**src/rtl/rc4_stream_encryptor.sv**
```systemverilog
// RC4 stream encryptor: runs INIT + key schedule in an external single-port
// S RAM, then turns each accepted plaintext byte into one ciphertext byte.
`timescale 1ns/1ps
module rc4_stream_encryptor #(
   parameter int KEY_BYTES = 3
) (
   input  logic                   CLOCK_50,
   input  logic                   reset_n,
   input  logic                   start,
   input  logic [8*KEY_BYTES-1:0] secret_key,
   output logic                   busy,
   output logic                   key_ready,
   input  logic [7:0]             pt_data,
   input  logic                   pt_valid,
   output logic                   pt_ready,
   output logic [7:0]             ct_data,
   output logic                   ct_valid,
   input  logic                   ct_ready,
   output logic [7:0]             s_address,
   output logic [7:0]             s_data,
   output logic                   s_wren,
   input  logic [7:0]             s_q
);

   localparam int KIDX_W = (KEY_BYTES > 1) ? $clog2(KEY_BYTES) : 1;

   typedef enum logic [3:0] {
      ST_IDLE   = 4'd0,  ST_INIT   = 4'd1,  ST_K_RD_I = 4'd2,  ST_K_RD_J = 4'd3,
      ST_K_WR_J = 4'd4,  ST_K_WR_I = 4'd5,  ST_ARMED  = 4'd6,  ST_P_RD_I = 4'd7,
      ST_P_RD_J = 4'd8,  ST_P_WR_J = 4'd9,  ST_P_WR_I = 4'd10, ST_P_RD_F = 4'd11,
      ST_P_XOR  = 4'd12, ST_OUT    = 4'd13
   } state_t;

   state_t state_r, state_s;
   logic [7:0] i_r, i_s, j_r, j_s, si_r, si_s, sj_r, sj_s, pt_r, pt_s;
   logic [8*KEY_BYTES-1:0] key_r, key_s;
   logic [KIDX_W-1:0] kidx_r, kidx_s;
   logic [7:0] addr_r, addr_s, wdata_r, wdata_s, ct_data_r, ct_data_s;
   logic wren_r, wren_s, ct_valid_r, ct_valid_s;
   logic busy_r, busy_s, key_ready_r, key_ready_s, pt_ready_r, pt_ready_s;
   logic [7:0] j_ksa_s, j_prga_s;

   function automatic logic [7:0] key_byte(input logic [8*KEY_BYTES-1:0] key,
                                           input logic [KIDX_W-1:0] idx);
      logic [7:0] b;
      b = 8'd0;
      for (int n = 0; n < KEY_BYTES; n++) begin
         if (idx == KIDX_W'(n)) b = key[8*(KEY_BYTES-1-n) +: 8];
         else                   b = b;
      end
      return b;
   endfunction

   // s_q carries the byte addressed by the previous state, so j is formed from it directly
   assign j_ksa_s  = j_r + s_q + key_byte(key_r, kidx_r);
   assign j_prga_s = j_r + s_q;

   // State register
   always_ff @(posedge CLOCK_50 or negedge reset_n) begin
      if (!reset_n) state_r <= ST_IDLE;
      else          state_r <= state_s;
   end

   // Next-state logic
   always_comb begin
      state_s = state_r;
      case (state_r)
         ST_IDLE:   if (start) state_s = ST_INIT; else state_s = ST_IDLE;
         ST_INIT:   if (i_r == 8'd255) state_s = ST_K_RD_I; else state_s = ST_INIT;
         ST_K_RD_I: state_s = ST_K_RD_J;
         ST_K_RD_J: state_s = ST_K_WR_J;
         ST_K_WR_J: state_s = ST_K_WR_I;
         ST_K_WR_I: if (i_r == 8'd255) state_s = ST_ARMED; else state_s = ST_K_RD_I;
         ST_ARMED: begin
            if (start)         state_s = ST_INIT;
            else if (pt_valid) state_s = ST_P_RD_I;
            else               state_s = ST_ARMED;
         end
         ST_P_RD_I: state_s = ST_P_RD_J;
         ST_P_RD_J: state_s = ST_P_WR_J;
         ST_P_WR_J: state_s = ST_P_WR_I;
         ST_P_WR_I: state_s = ST_P_RD_F;
         ST_P_RD_F: state_s = ST_P_XOR;
         ST_P_XOR:  state_s = ST_OUT;
         ST_OUT:    if (ct_ready) state_s = ST_ARMED; else state_s = ST_OUT;
         default:   state_s = ST_IDLE;
      endcase
   end

   // Datapath and RAM-port next values; all RAM outputs are loaded one cycle ahead
   always_comb begin
      i_s = i_r; j_s = j_r; si_s = si_r; sj_s = sj_r; pt_s = pt_r;
      key_s = key_r; kidx_s = kidx_r;
      addr_s = addr_r; wdata_s = wdata_r; wren_s = 1'b0;
      ct_data_s = ct_data_r; ct_valid_s = ct_valid_r;
      case (state_r)
         ST_IDLE: begin
            if (start) begin
               i_s = 8'd0; j_s = 8'd0; kidx_s = {KIDX_W{1'b0}}; key_s = secret_key;
            end else begin
               key_s = key_r;
            end
         end
         ST_INIT: begin
            addr_s = i_r; wdata_s = i_r; wren_s = 1'b1;
            i_s = i_r + 8'd1;
         end
         ST_K_RD_I: addr_s = i_r;
         ST_K_RD_J: begin
            si_s = s_q; j_s = j_ksa_s; addr_s = j_ksa_s;
         end
         ST_K_WR_J: begin
            sj_s = s_q; addr_s = j_r; wdata_s = si_r; wren_s = 1'b1;
         end
         ST_K_WR_I: begin
            addr_s = i_r; wdata_s = sj_r; wren_s = 1'b1;
            i_s = i_r + 8'd1;
            if (i_r == 8'd255) begin
               j_s = 8'd0; kidx_s = {KIDX_W{1'b0}};
            end else if (kidx_r == KIDX_W'(KEY_BYTES-1)) begin
               kidx_s = {KIDX_W{1'b0}};
            end else begin
               kidx_s = kidx_r + KIDX_W'(1);
            end
         end
         ST_ARMED: begin
            if (start) begin
               i_s = 8'd0; j_s = 8'd0; kidx_s = {KIDX_W{1'b0}}; key_s = secret_key;
            end else if (pt_valid) begin
               pt_s = pt_data; i_s = i_r + 8'd1;
            end else begin
               pt_s = pt_r;
            end
         end
         ST_P_RD_I: addr_s = i_r;
         ST_P_RD_J: begin
            si_s = s_q; j_s = j_prga_s; addr_s = j_prga_s;
         end
         ST_P_WR_J: begin
            sj_s = s_q; addr_s = j_r; wdata_s = si_r; wren_s = 1'b1;
         end
         ST_P_WR_I: begin
            addr_s = i_r; wdata_s = sj_r; wren_s = 1'b1;
         end
         ST_P_RD_F: addr_s = si_r + sj_r;
         ST_P_XOR: begin
            ct_data_s = s_q ^ pt_r; ct_valid_s = 1'b1;
         end
         ST_OUT: begin
            if (ct_ready) ct_valid_s = 1'b0;
            else          ct_valid_s = 1'b1;
         end
         default: wren_s = 1'b0;
      endcase
   end

   // Status flags, decoded from the state being entered so they register cleanly
   always_comb begin
      busy_s = 1'b0; key_ready_s = 1'b0; pt_ready_s = 1'b0;
      case (state_s)
         ST_INIT, ST_K_RD_I, ST_K_RD_J, ST_K_WR_J, ST_K_WR_I: busy_s = 1'b1;
         ST_ARMED: begin
            key_ready_s = 1'b1; pt_ready_s = 1'b1;
         end
         ST_P_RD_I, ST_P_RD_J, ST_P_WR_J, ST_P_WR_I, ST_P_RD_F, ST_P_XOR, ST_OUT:
            key_ready_s = 1'b1;
         default: busy_s = 1'b0;
      endcase
   end

   // Datapath and output registers
   always_ff @(posedge CLOCK_50 or negedge reset_n) begin
      if (!reset_n) begin
         i_r <= 8'd0; j_r <= 8'd0; si_r <= 8'd0; sj_r <= 8'd0; pt_r <= 8'd0;
         key_r <= {(8*KEY_BYTES){1'b0}}; kidx_r <= {KIDX_W{1'b0}};
         addr_r <= 8'd0; wdata_r <= 8'd0; wren_r <= 1'b0;
         ct_data_r <= 8'd0; ct_valid_r <= 1'b0;
         busy_r <= 1'b0; key_ready_r <= 1'b0; pt_ready_r <= 1'b0;
      end else begin
         i_r <= i_s; j_r <= j_s; si_r <= si_s; sj_r <= sj_s; pt_r <= pt_s;
         key_r <= key_s; kidx_r <= kidx_s;
         addr_r <= addr_s; wdata_r <= wdata_s; wren_r <= wren_s;
         ct_data_r <= ct_data_s; ct_valid_r <= ct_valid_s;
         busy_r <= busy_s; key_ready_r <= key_ready_s; pt_ready_r <= pt_ready_s;
      end
   end

   assign busy      = busy_r;
   assign key_ready = key_ready_r;
   assign pt_ready  = pt_ready_r;
   assign ct_data   = ct_data_r;
   assign ct_valid  = ct_valid_r;
   assign s_address = addr_r;
   assign s_data    = wdata_r;
   assign s_wren    = wren_r;

endmodule

```
**config.mk**
```make
export PLATFORM = sky130hd
export DESIGN_NAME = rc4_stream_encryptor
export DESIGN_NICKNAME = d
export VERILOG_FILES = /design/src/rtl/rc4_stream_encryptor.sv
export SDC_FILE = /design/constraint.sdc
export NUM_CORES = 1
export LEC_CHECK = 0
export ABC_AREA = 1
export ABC_CLOCK_PERIOD_IN_PS = 5300
export CORE_MARGIN = 2
export CORE_UTILIZATION = 60
export CTS_BUF_LIST = sky130_fd_sc_hd__clkbuf_16
export CTS_CLUSTER_SIZE = 24
export DETAILED_ROUTE_END_ITERATION = 12
export PLACE_DENSITY = 0.88
export SYNTH_ARGS = -nofsm -noshare
export SYNTH_HDL_FRONTEND = slang
export SYNTH_SLANG_ARGS = --single-unit
```
**constraint.sdc**
```tcl
create_clock -name CLOCK_50 -period 5.3 [get_ports CLOCK_50]
set_clock_uncertainty 0.1 [all_clocks]
set_input_delay 1.06 -clock CLOCK_50 [delete_from_list [all_inputs] [get_ports CLOCK_50]]
set_output_delay 1.06 -clock CLOCK_50 [all_outputs]
set_load 0.01 [all_outputs]
```
==> out/results.ini <==
[cts]
cts.sinks=99
cts_buffers=9
clk_latency_ps=350
tritoncts=built
cts_resized=0
cts_root_buf=clkbuf_16
cts_setup_buffers=0
cts_max_path_buffers=2
hold_buffers=0
h-tree-depth=3
clk_pin_slew_worst_paths_ps=70

[drt]
viasPerCell=5.82
drt_first_pass_iters=5
routed_wl_um=14900
wire_per_inst_um=16.3
num_vias=5292
drt_iter0_markers=421
ant_nets=0
drc=0

[timing]
layout_min_cycle_time_ps=3710
final-hold-violation-count=0
setup_tns_ps=0
grt_setup_unrepaired=false
post-route-period-util_pct=70.1
clock.fmax_mhz=269
slew_viol_final=0
maxSlewHeadroom_pct=27.2
hold_ws_ps=385
setup_viol=0
worst_pin_slew_ps=1090

[floorplanning]
die_x_um=101
start_util_pct=61.3
die_h_um=101
row_count=35
design.core.area_um2=9150
io_pins=74
dieArea_um2=10100

[setup_path]
path_class=in -> reg
rr_worst_depth=17
required_ps=5480
r2r_start=kidx_r[0]
r2r-end=j_r[6]
cp-start-kind=input port
crit_arrival_ps=3890
r2r_slack_ps=2370
crit_path_end_kind=flip-flop
cp_max_fo=4

[logic_synthesis]
synth_flop_cell=dfrtp_1
ys_seq_area_share_pct=44.2
netlist_area_um2=5610
async_flop_share_pct=100
synthCells=718
synth_nets=788
synth_warnings=0
synth_edf_count=0
syn_avg_cell_area_um2=7.81
ys_seq_elements=99
synth.distinct_cells=41

[status]
status=finished clean

[hold_path]
min_to=key_r[12]
whs_path_depth=2
min_path_type=reg -> reg
hold_start=key_r[12]

[pwr]
leakage_nw=3.36
peakVddDrop_mv=0.368
power.density_nw_per_um2=473

[grt]
grt_first_pass_wirelength_um=24700
grt_overflow=0
grt_pass1_vias=5192
antenna_found_initial=0
grt_max_degree=61
grt.total_usage_pct=31.0

[placement]
portBuffers=73
dp_hpwl_um=11000
gp_congestion=1.01

[final_layout]
register_area_um2=2480
areaGrowthSynthToFinish_pct=20.8
layout.nets=863
n_antenna_cell=0
fillers=682
layout_commonest_cell=nand2_1
drive_above_1_share_pct=6.89
final_cell_mix=nand2_1 (214), dfrtp_1 (99), inv_1 (86)
multiInputGateArea_um2=2730

[run]
cap_violations=0

==> worst max path at each step <==
stage	from	to	cells past startpoint
6_report	s_q[0]	j_r[7]	17
5_1_grt	s_q[1]	j_r[6]	18
4_1_cts	s_q[0]	j_r[7]	17
3_5_place_dp	s_q[0]	j_r[7]	17
3_3_place_gp	s_q[0]	j_r[7]	17
2_1_floorplan	s_q[0]	j_r[7]	15
==> Yosys cell counts (all sizes together), types with 2 or more instances <==
| cell | instances | area [um^2] |
|---|---|---|
| xor2 | 8 | 70.1 |
| and2 | 2 | 12.5 |
| o22ai | 16 | 100 |
| nand3 | 40 | 213 |
| a21boi | 2 | 15.0 |
| o211ai | 3 | 22.5 |
| o21ai | 46 | 234 |
| a21oi | 43 | 234 |
| inv | 92 | 345 |
| nor3 | 7 | 35.0 |
| or2 | 2 | 12.5 |
| nand4 | 6 | 37.5 |
| dfrtp | 99 | 2480 |
| clkbuf | 8 | 30.0 |
| xnor2 | 11 | 96.3 |
| ha | 22 | 275 |
| nand3b | 4 | 30.0 |
| nor2 | 62 | 263 |
| mux2 | 8 | 90.1 |
| nand2 | 221 | 857 |
| a31oi | 4 | 25.0 |
| buf | 3 | 23.8 |
| fa | 3 | 60.1 |
==> where the power goes <==
part           switching (W)  leakage (nW)  internal [W]
clock               0.000290         0.167      0.000461
combinational       0.000848          2.04      0.000561
sequential          0.000128          1.16      0.000920
total                0.00127          3.36       0.00194
==> metal layers <==
| metal | part of all wire (%) | vias up | track usage (%) |
|---|---|---|---|
| met5 | 0 | - | 0 |
| met4 | 3.3 | 0 | 12.0 |
| met3 | 7.4 | 58 | 6.38 |
| met2 | 49 | 247 | 51.5 |
| met1 | 41 | 2511 | 40.0 |
| li1 | - | 2476 | - |
==> final cells by class <==
class | count | area share, %
multi-input combinational | 516 | 40.3
sequential | 99 | 36.6
timing repair buffer | 75 | 11.0
inverter | 92 | 5.10
clock buffer | 9 | 3.32
tap | 111 | 2.05
clock inverter | 7 | 1.70
==> sequential cells by signal, summed over array words and instances (netlist names), 2 cells and up <==
signal,count
state_r,4
s_data,8
j_r,8
kidx_r,2
key_r,24
ct_data,8
s_address,8
pt_r,8
i_r,8
sj_r,8
si_r,8
==> worst max-delay path, cell delays in order <==
cell and delay [ps]:
clkdlybuf4s50_1 470, ha_1 260, fa_1 420, nand3_1 110, nand2_1 100, a31oi_1 180
nand2_1 90, and2_1 160, ha_1 330, nand2_1 70, inv_1 90, nand4_1 110
nand3_1 120, inv_1 50, nand2_1 80, nand3_1 90, a21oi_2 120
==> cells by family after synthesis <==
group / share of synthesized area [%]
AND/OR/NAND/NOR: 26.2
AO/OA/AOI/OAI: 12.0
buffers and inverters: 7.12
flip-flops: 44.2
adder cells (fa/ha/maj): 5.98
XOR/XNOR: 2.97
multiplexers: 1.61
==> through the flow <==
stage               area (um^2)  worst slack, ps  utilization, %  total power, W  std cells
finish                     6780             1590            74.0         0.00321        909
global route               6780             1280            74.0         0.00343        909
CTS                        6780             1630            74.0         0.00318        909
detailed placement         6440             1370            70.3         0.00240        893
global placement           6440             1420            70.3         0.00235        893
floorplan                  5610             2080               -         0.00198        718
(Power assumes the default switching activity.)
